[src/rtl/ffpack_stim_gen.sv]
// LFSR-driven stimulus source for the FF-packing test top: serial data, CE and periodic clears.
// Optional FFPACK_STIM_HOLD_EN adds a hold input that freezes a running sequence.
module ffpack_stim_gen #(
  parameter int unsigned            LFSR_WIDTH   = 16,
  parameter logic [LFSR_WIDTH-1:0]  SEED         = 16'hACE1,
  parameter int unsigned            CEN_PERIOD   = 3,
  parameter int unsigned            RST_INTERVAL = 64,
  parameter int unsigned            RUN_LENGTH   = 1024
) (
  input  logic        clk,
  input  logic        rst,
  input  logic        start,
`ifdef FFPACK_STIM_HOLD_EN
  input  logic        hold,
`endif
  output logic        busy,
  output logic        done,
  output logic        cen_o,
  output logic        rst_o,
  output logic        ina_o,
  output logic        inb_o,
  output logic [15:0] cycle_cnt
);

  localparam int unsigned CNT_W = 16;
  localparam int unsigned CEN_W = 8;
  localparam logic [LFSR_WIDTH-1:0] FB_MASK  = LFSR_WIDTH'(16'hB400);
  localparam logic [LFSR_WIDTH-1:0] SEED_EFF = (SEED == '0) ? LFSR_WIDTH'(1) : SEED;
  localparam logic [CNT_W-1:0]      RUN_LEN  = CNT_W'(RUN_LENGTH);
  localparam logic [CNT_W-1:0]      RST_INT  = CNT_W'(RST_INTERVAL);
  localparam logic [CEN_W-1:0]      CEN_LAST = CEN_W'(CEN_PERIOD - 1);

  typedef enum logic [1:0] {
    S_IDLE  = 2'd0,
    S_RUN   = 2'd1,
    S_PULSE = 2'd2,
    S_DONE  = 2'd3
  } state_t;

  state_t                state_q, state_d;
  logic [LFSR_WIDTH-1:0] lfsr_q, lfsr_d;
  logic [CNT_W-1:0]      cnt_d, cnt_inc;
  logic [CEN_W-1:0]      cen_cnt_q, cen_cnt_d;
  logic                  busy_d, done_d, cen_d, rst_o_d, ina_d, inb_d;
  logic                  hold_req, hold_run;

`ifdef FFPACK_STIM_HOLD_EN
  assign hold_req = hold;
`else
  assign hold_req = 1'b0;
`endif

  // State, sequence registers and registered outputs
  always_ff @(posedge clk) begin
    if (rst) begin
      state_q   <= S_IDLE;
      lfsr_q    <= '0;
      cycle_cnt <= '0;
      cen_cnt_q <= '0;
      busy      <= 1'b0;
      done      <= 1'b0;
      cen_o     <= 1'b0;
      rst_o     <= 1'b0;
      ina_o     <= 1'b0;
      inb_o     <= 1'b0;
    end else begin
      state_q   <= state_d;
      lfsr_q    <= lfsr_d;
      cycle_cnt <= cnt_d;
      cen_cnt_q <= cen_cnt_d;
      busy      <= busy_d;
      done      <= done_d;
      cen_o     <= cen_d;
      rst_o     <= rst_o_d;
      ina_o     <= ina_d;
      inb_o     <= inb_d;
    end
  end

  // Next state; outputs are derived from the next values so they line up with the visible state
  always_comb begin
    state_d   = state_q;
    lfsr_d    = lfsr_q;
    cnt_d     = cycle_cnt;
    cen_cnt_d = cen_cnt_q;
    busy_d    = 1'b0;
    done_d    = 1'b0;
    cen_d     = 1'b0;
    rst_o_d   = 1'b0;
    ina_d     = 1'b0;
    inb_d     = 1'b0;
    hold_run  = 1'b0;
    cnt_inc   = cycle_cnt + CNT_W'(1);

    case (state_q)
      S_IDLE, S_DONE: begin
        if (start) begin
          state_d   = S_RUN;
          lfsr_d    = SEED_EFF;
          cnt_d     = '0;
          cen_cnt_d = '0;
        end
      end
      S_RUN: begin
        if (hold_req) begin
          hold_run = 1'b1;
        end else begin
          lfsr_d    = (lfsr_q >> 1) ^ (lfsr_q[0] ? FB_MASK : '0);
          cnt_d     = cnt_inc;
          cen_cnt_d = (cen_cnt_q >= CEN_LAST) ? '0 : cen_cnt_q + CEN_W'(1);
          if (cnt_inc == RUN_LEN) begin
            state_d = S_DONE;
          end else if ((cnt_inc % RST_INT) == '0) begin
            state_d = S_PULSE;
          end
        end
      end
      S_PULSE: state_d = S_RUN;
      default: state_d = S_IDLE;
    endcase

    case (state_d)
      S_RUN: begin
        busy_d = 1'b1;
        if (hold_run) begin
          ina_d = ina_o;
          inb_d = inb_o;
        end else begin
          cen_d = (cen_cnt_d == '0);
          ina_d = lfsr_d[0];
          inb_d = lfsr_d[1];
        end
      end
      S_PULSE: begin
        busy_d  = 1'b1;
        rst_o_d = 1'b1;
        cen_d   = 1'b1;
        ina_d   = ina_o;
        inb_d   = inb_o;
      end
      S_DONE:  done_d = 1'b1;
      default: ;
    endcase
  end

endmodule

[config.mk]
export PLATFORM = sky130hd
export DESIGN_NAME = ffpack_stim_gen
export DESIGN_NICKNAME = d
export VERILOG_FILES = /design/src/rtl/ffpack_stim_gen.sv
export SDC_FILE = /design/constraint.sdc
export NUM_CORES = 1
export LEC_CHECK = 0
export BUFFER_PORTS_ARGS = -buffer_cell sky130_fd_sc_hd__buf_2
export CAP_MARGIN = 0
export CORE_ASPECT_RATIO = 0.5
export CORE_MARGIN = 8
export CORE_UTILIZATION = 51
export DETAILED_ROUTE_END_ITERATION = 6
export PLACE_DENSITY = 0.76
export REMOVE_ABC_BUFFERS = 1
export SKIP_CTS_REPAIR_TIMING = 1
export SLEW_MARGIN = 40
export SYNTH_ARGS = -nofsm -noshare
export SYNTH_HDL_FRONTEND = slang
export SYNTH_SLANG_ARGS = --single-unit
[constraint.sdc]
create_clock -name clk -period 5 [get_ports clk]
set_input_delay 1 -clock clk [delete_from_list [all_inputs] [get_ports clk]]
set_output_delay 1 -clock clk [all_outputs]
set_load 0.01 [all_outputs]
==> impl_metrics.csv <==
group,metric,value,unit
finish,final_layout_size_suffix_gt1_share,13.1,%
status,status,"complete, no violations",
clock_tree,clk_path_buf_depth,2,
setup_path,required,5170,ps
global_routing,track_usage,14.4,%
timing,max_freq,366,MHz
floorplanning,start_util,54.2,%
clock_tree,path_clk_slew,100,ps
hold_path,hold_depth,1,
clock_tree,clock_sinks,48,
synthesis,synth_ff_type,"dfxtp_1",
timing,fin_crit,2730,ps
power_and_ir_drop,switchingPower,246,uW
timing,rsz0062_at_grt,"false",
global_routing,gr-total-overflow,0,
placement,dp_hpwl,3.66,mm
power_and_ir_drop,max-vdd-ir-drop,0.000166,V
synthesis,netlist_area,0.00243,mm^2
hold_path,holdPathEnd,"cen_cnt_q[3]",
detailed_routing,drtAntennaViolNets,0,
global_routing,grt_antenna_before_repair,0,
setup_path,reg2reg_depth,11,
hold_path,worstHoldPathType,"flip-flop to flip-flop",
power_and_ir_drop,p_comb_share,16.8,%
placement,portBuffers,24,
floorplanning,num_rows,17,
detailed_routing,vias,2169,
setup_path,cp.arrival,2910,ps
setup_path,reg2reg_from,"cycle_cnt[0]",
synthesis,syn_avg_cell_area,8.11,um^2
floorplanning,die_w,114,um
global_routing,grt_first_pass_wirelength,8.85,mm
detailed_routing,drc,0,
setup_path,start_kind,"flip-flop",
synthesis,ys_warn_count,0,
synthesis,ys_types,44,
setup_path,crit_chain,"ha_1 > nand2_1 > o21ai_0 > nand3b_1 > a211o_1 > a31oi_1 > nor2_1 > ha_1 > nor2b_1 > a22oi_1 > nor2_1",
power_and_ir_drop,swShare,29.1,%
finish,layout_commonest_cell,"nor2_1",
floorplanning,ios,25,
synthesis,synth_edf_count,0,
finish,syn_to_final_growth,9.36,%
setup_path,r2r-end,"ina_o",
synthesis,synth_cells,300,
setup_path,crit_path_max_incr_delay,530,ps
setup_path,critPathBufInv,0,
synthesis,postSynth.asyncResetShare,0,%
detailed_routing,wire_per_inst,14.2,um
timing,fin_crit_sh,54.6,%
timing,setup_slack,2270,ps
run,drv_cap,0,
global_routing,first_global_vias,1986,
power_and_ir_drop,leakage,1.14,nW
setup_path,critPathCaptureType,"flip-flop",
power_and_ir_drop,p_seq_share,48.9,%
timing,slew_viol_final,0,
floorplanning,die_y,64.8,um
timing,hold_ws,469,ps
global_routing,grt_start_max_net_pins,44,
timing,final_hold_viol_count,0,
clock_tree,tritoncts,"done",
timing,skew,7.96,ps
setup_path,slowest_stage,"dfxtp_1",
timing,tightestPinTransition,777,ps
detailed_routing,viasPerCell,5.72,
hold_path,min_from,"cen_cnt_q[3]",
setup_path,critPathTopFamily,"compound AO/OA/AOI/OAI gates",
synthesis,synth-seq-cells,48,
timing,setup_violations,0,
finish,final_nets,324,
placement,routabilityCongestion,0.870,
finish,diodes,0,
detailed_routing,drt-pass1-iter-count,4,
floorplanning,core_area,0.00449,mm^2
detailed_routing,finalWirelength,5.37,mm
clock_tree,cts_buffers,5,
timing,tns,0,ps
finish,mostFrequentLayoutCells,"nor2_1 (50), dfxtp_1 (48), buf_2 (25), a21oi_1 (24), nand2_1 (22)",
setup_path,path_max_fanout,9,
synthesis,ys_seq_area_share,39.5,%
finish,finalCoreUtilization,59.3,%
floorplanning,die_area,0.00737,mm^2
setup_path,rrSetupSlack,2270,ps
power_and_ir_drop,pwr-share-clk,34.3,%
power_and_ir_drop,internal-power,601,uW
detailed_routing,drt_iter0_drc,122,
setup_path,path_class,"flip-flop to flip-flop",
timing,slew_headroom,48.2,%
clock_tree,cts_max_level,2,
placement,place_worst_setup_slack,2360,ps
power_and_ir_drop,power_density,318,mW/mm^2
clock_tree,clock_latency,310,ps
clock_tree,root_buffer,"clkbuf_8",
## state kept, by name, summed over array words and instances (netlist names), 2 cells and up
signal and count:
cycle_cnt 16, cen_cnt_q 8, state_q 2, lfsr_q 16
## cells by family (layout without fill, tap and decap cells)
| family | count (synthesis) | in the layout | synth area share (%) |
|---|---|---|---|
| XOR/XNOR | 9 | 9 | 3.24 |
| flip-flops | 48 | 48 | 39.5 |
| AND/OR/NAND/NOR | 130 | 130 | 28.1 |
| multiplexers | 1 | 1 | 0.411 |
| buffers and inverters | 28 | 41 | 5.30 |
| AO/OA/AOI/OAI | 75 | 75 | 18.8 |
| adder cells (fa/ha/maj) | 9 | 9 | 4.63 |
## cells in the mapped netlist (3+ instances only)
cell type | n | area, um^2
nand2_1 | 22 | 82.6
xnor2_1 | 6 | 52.6
buf_2 | 4 | 20.0
nand4_1 | 4 | 25.0
a22oi_1 | 18 | 135
clkbuf_1 | 14 | 52.6
nand2b_1 | 3 | 18.8
xor2_1 | 3 | 26.3
o21ai_0 | 18 | 90.1
and3_1 | 5 | 31.3
inv_1 | 7 | 26.3
a31oi_1 | 5 | 31.3
ha_1 | 9 | 113
nor3_1 | 8 | 40.0
nand3_1 | 6 | 30.0
dfxtp_1 | 48 | 961
nor2_1 | 50 | 188
and2_1 | 9 | 56.3
or3_1 | 4 | 25.0
a21oi_1 | 24 | 120
a311oi_1 | 3 | 26.3
nor2b_1 | 5 | 31.3
## worst register-to-register path: cells and delay by family (launching register included)
kind,cells,cell delay [ps]
DFF,1,530
adders and majority gates,2,510
and+or+nand+nor,5,590
AOI/OAI and AO/OA,4,970
## metrics by stage
stage	cells	power, mW	area, um^2
after global routing	379	0.885	2660
after global placement	370	0.557	2540
after CTS	378	0.850	2660
final	379	0.847	2660
after detailed placement	370	0.563	2540
after floorplan	279	0.518	2330
## routing by layer
metal / vias to the layer above / GRT usage (%) / part of all wire [%]
li1: 1077 / - / -
met1: 1029 / 17.3 / 46
met2: 53 / 24.5 / 48
met3: 10 / 4.16 / 5.6
met4: 0 / 4.77 / 1.2
met5: - / 0 / 0
## area by class of cell
| class | instances | area (um^2) |
|---|---|---|
| clock buffer | 5 | 68.8 |
| clock inverter | 3 | 46.3 |
| fill | 398 | 1830 |
| inverter | 7 | 26.3 |
| multi-input combinational | 224 | 1340 |
| sequential | 48 | 961 |
| tap | 66 | 82.6 |
| timing repair buffer | 26 | 133 |
## worst max-delay path by stage
stage | depth (start not counted) | startpoint | slack, ps | to
after floorplan | 10 | cycle_cnt[0] | 2640 | inb_o
after global placement | 11 | cycle_cnt[0] | 2420 | ina_o
after detailed placement | 11 | cycle_cnt[0] | 2360 | ina_o
after CTS | 11 | cycle_cnt[0] | 2300 | ina_o
after global routing | 11 | cycle_cnt[0] | 2150 | ina_o
final | 11 | cycle_cnt[0] | 2270 | ina_o
## power by group through the flow
stage / combinational (mW) / clock [mW] / sequential (mW)
floorplan: 0.0955 / 0 / 0.423
CTS: 0.141 / 0.295 / 0.414
global placement: 0.135 / 0 / 0.421
global route: 0.159 / 0.310 / 0.417
finish: 0.142 / 0.291 / 0.414
detailed placement: 0.140 / 0 / 0.423
No activity file was read; power rests on OpenSTA's default activity.
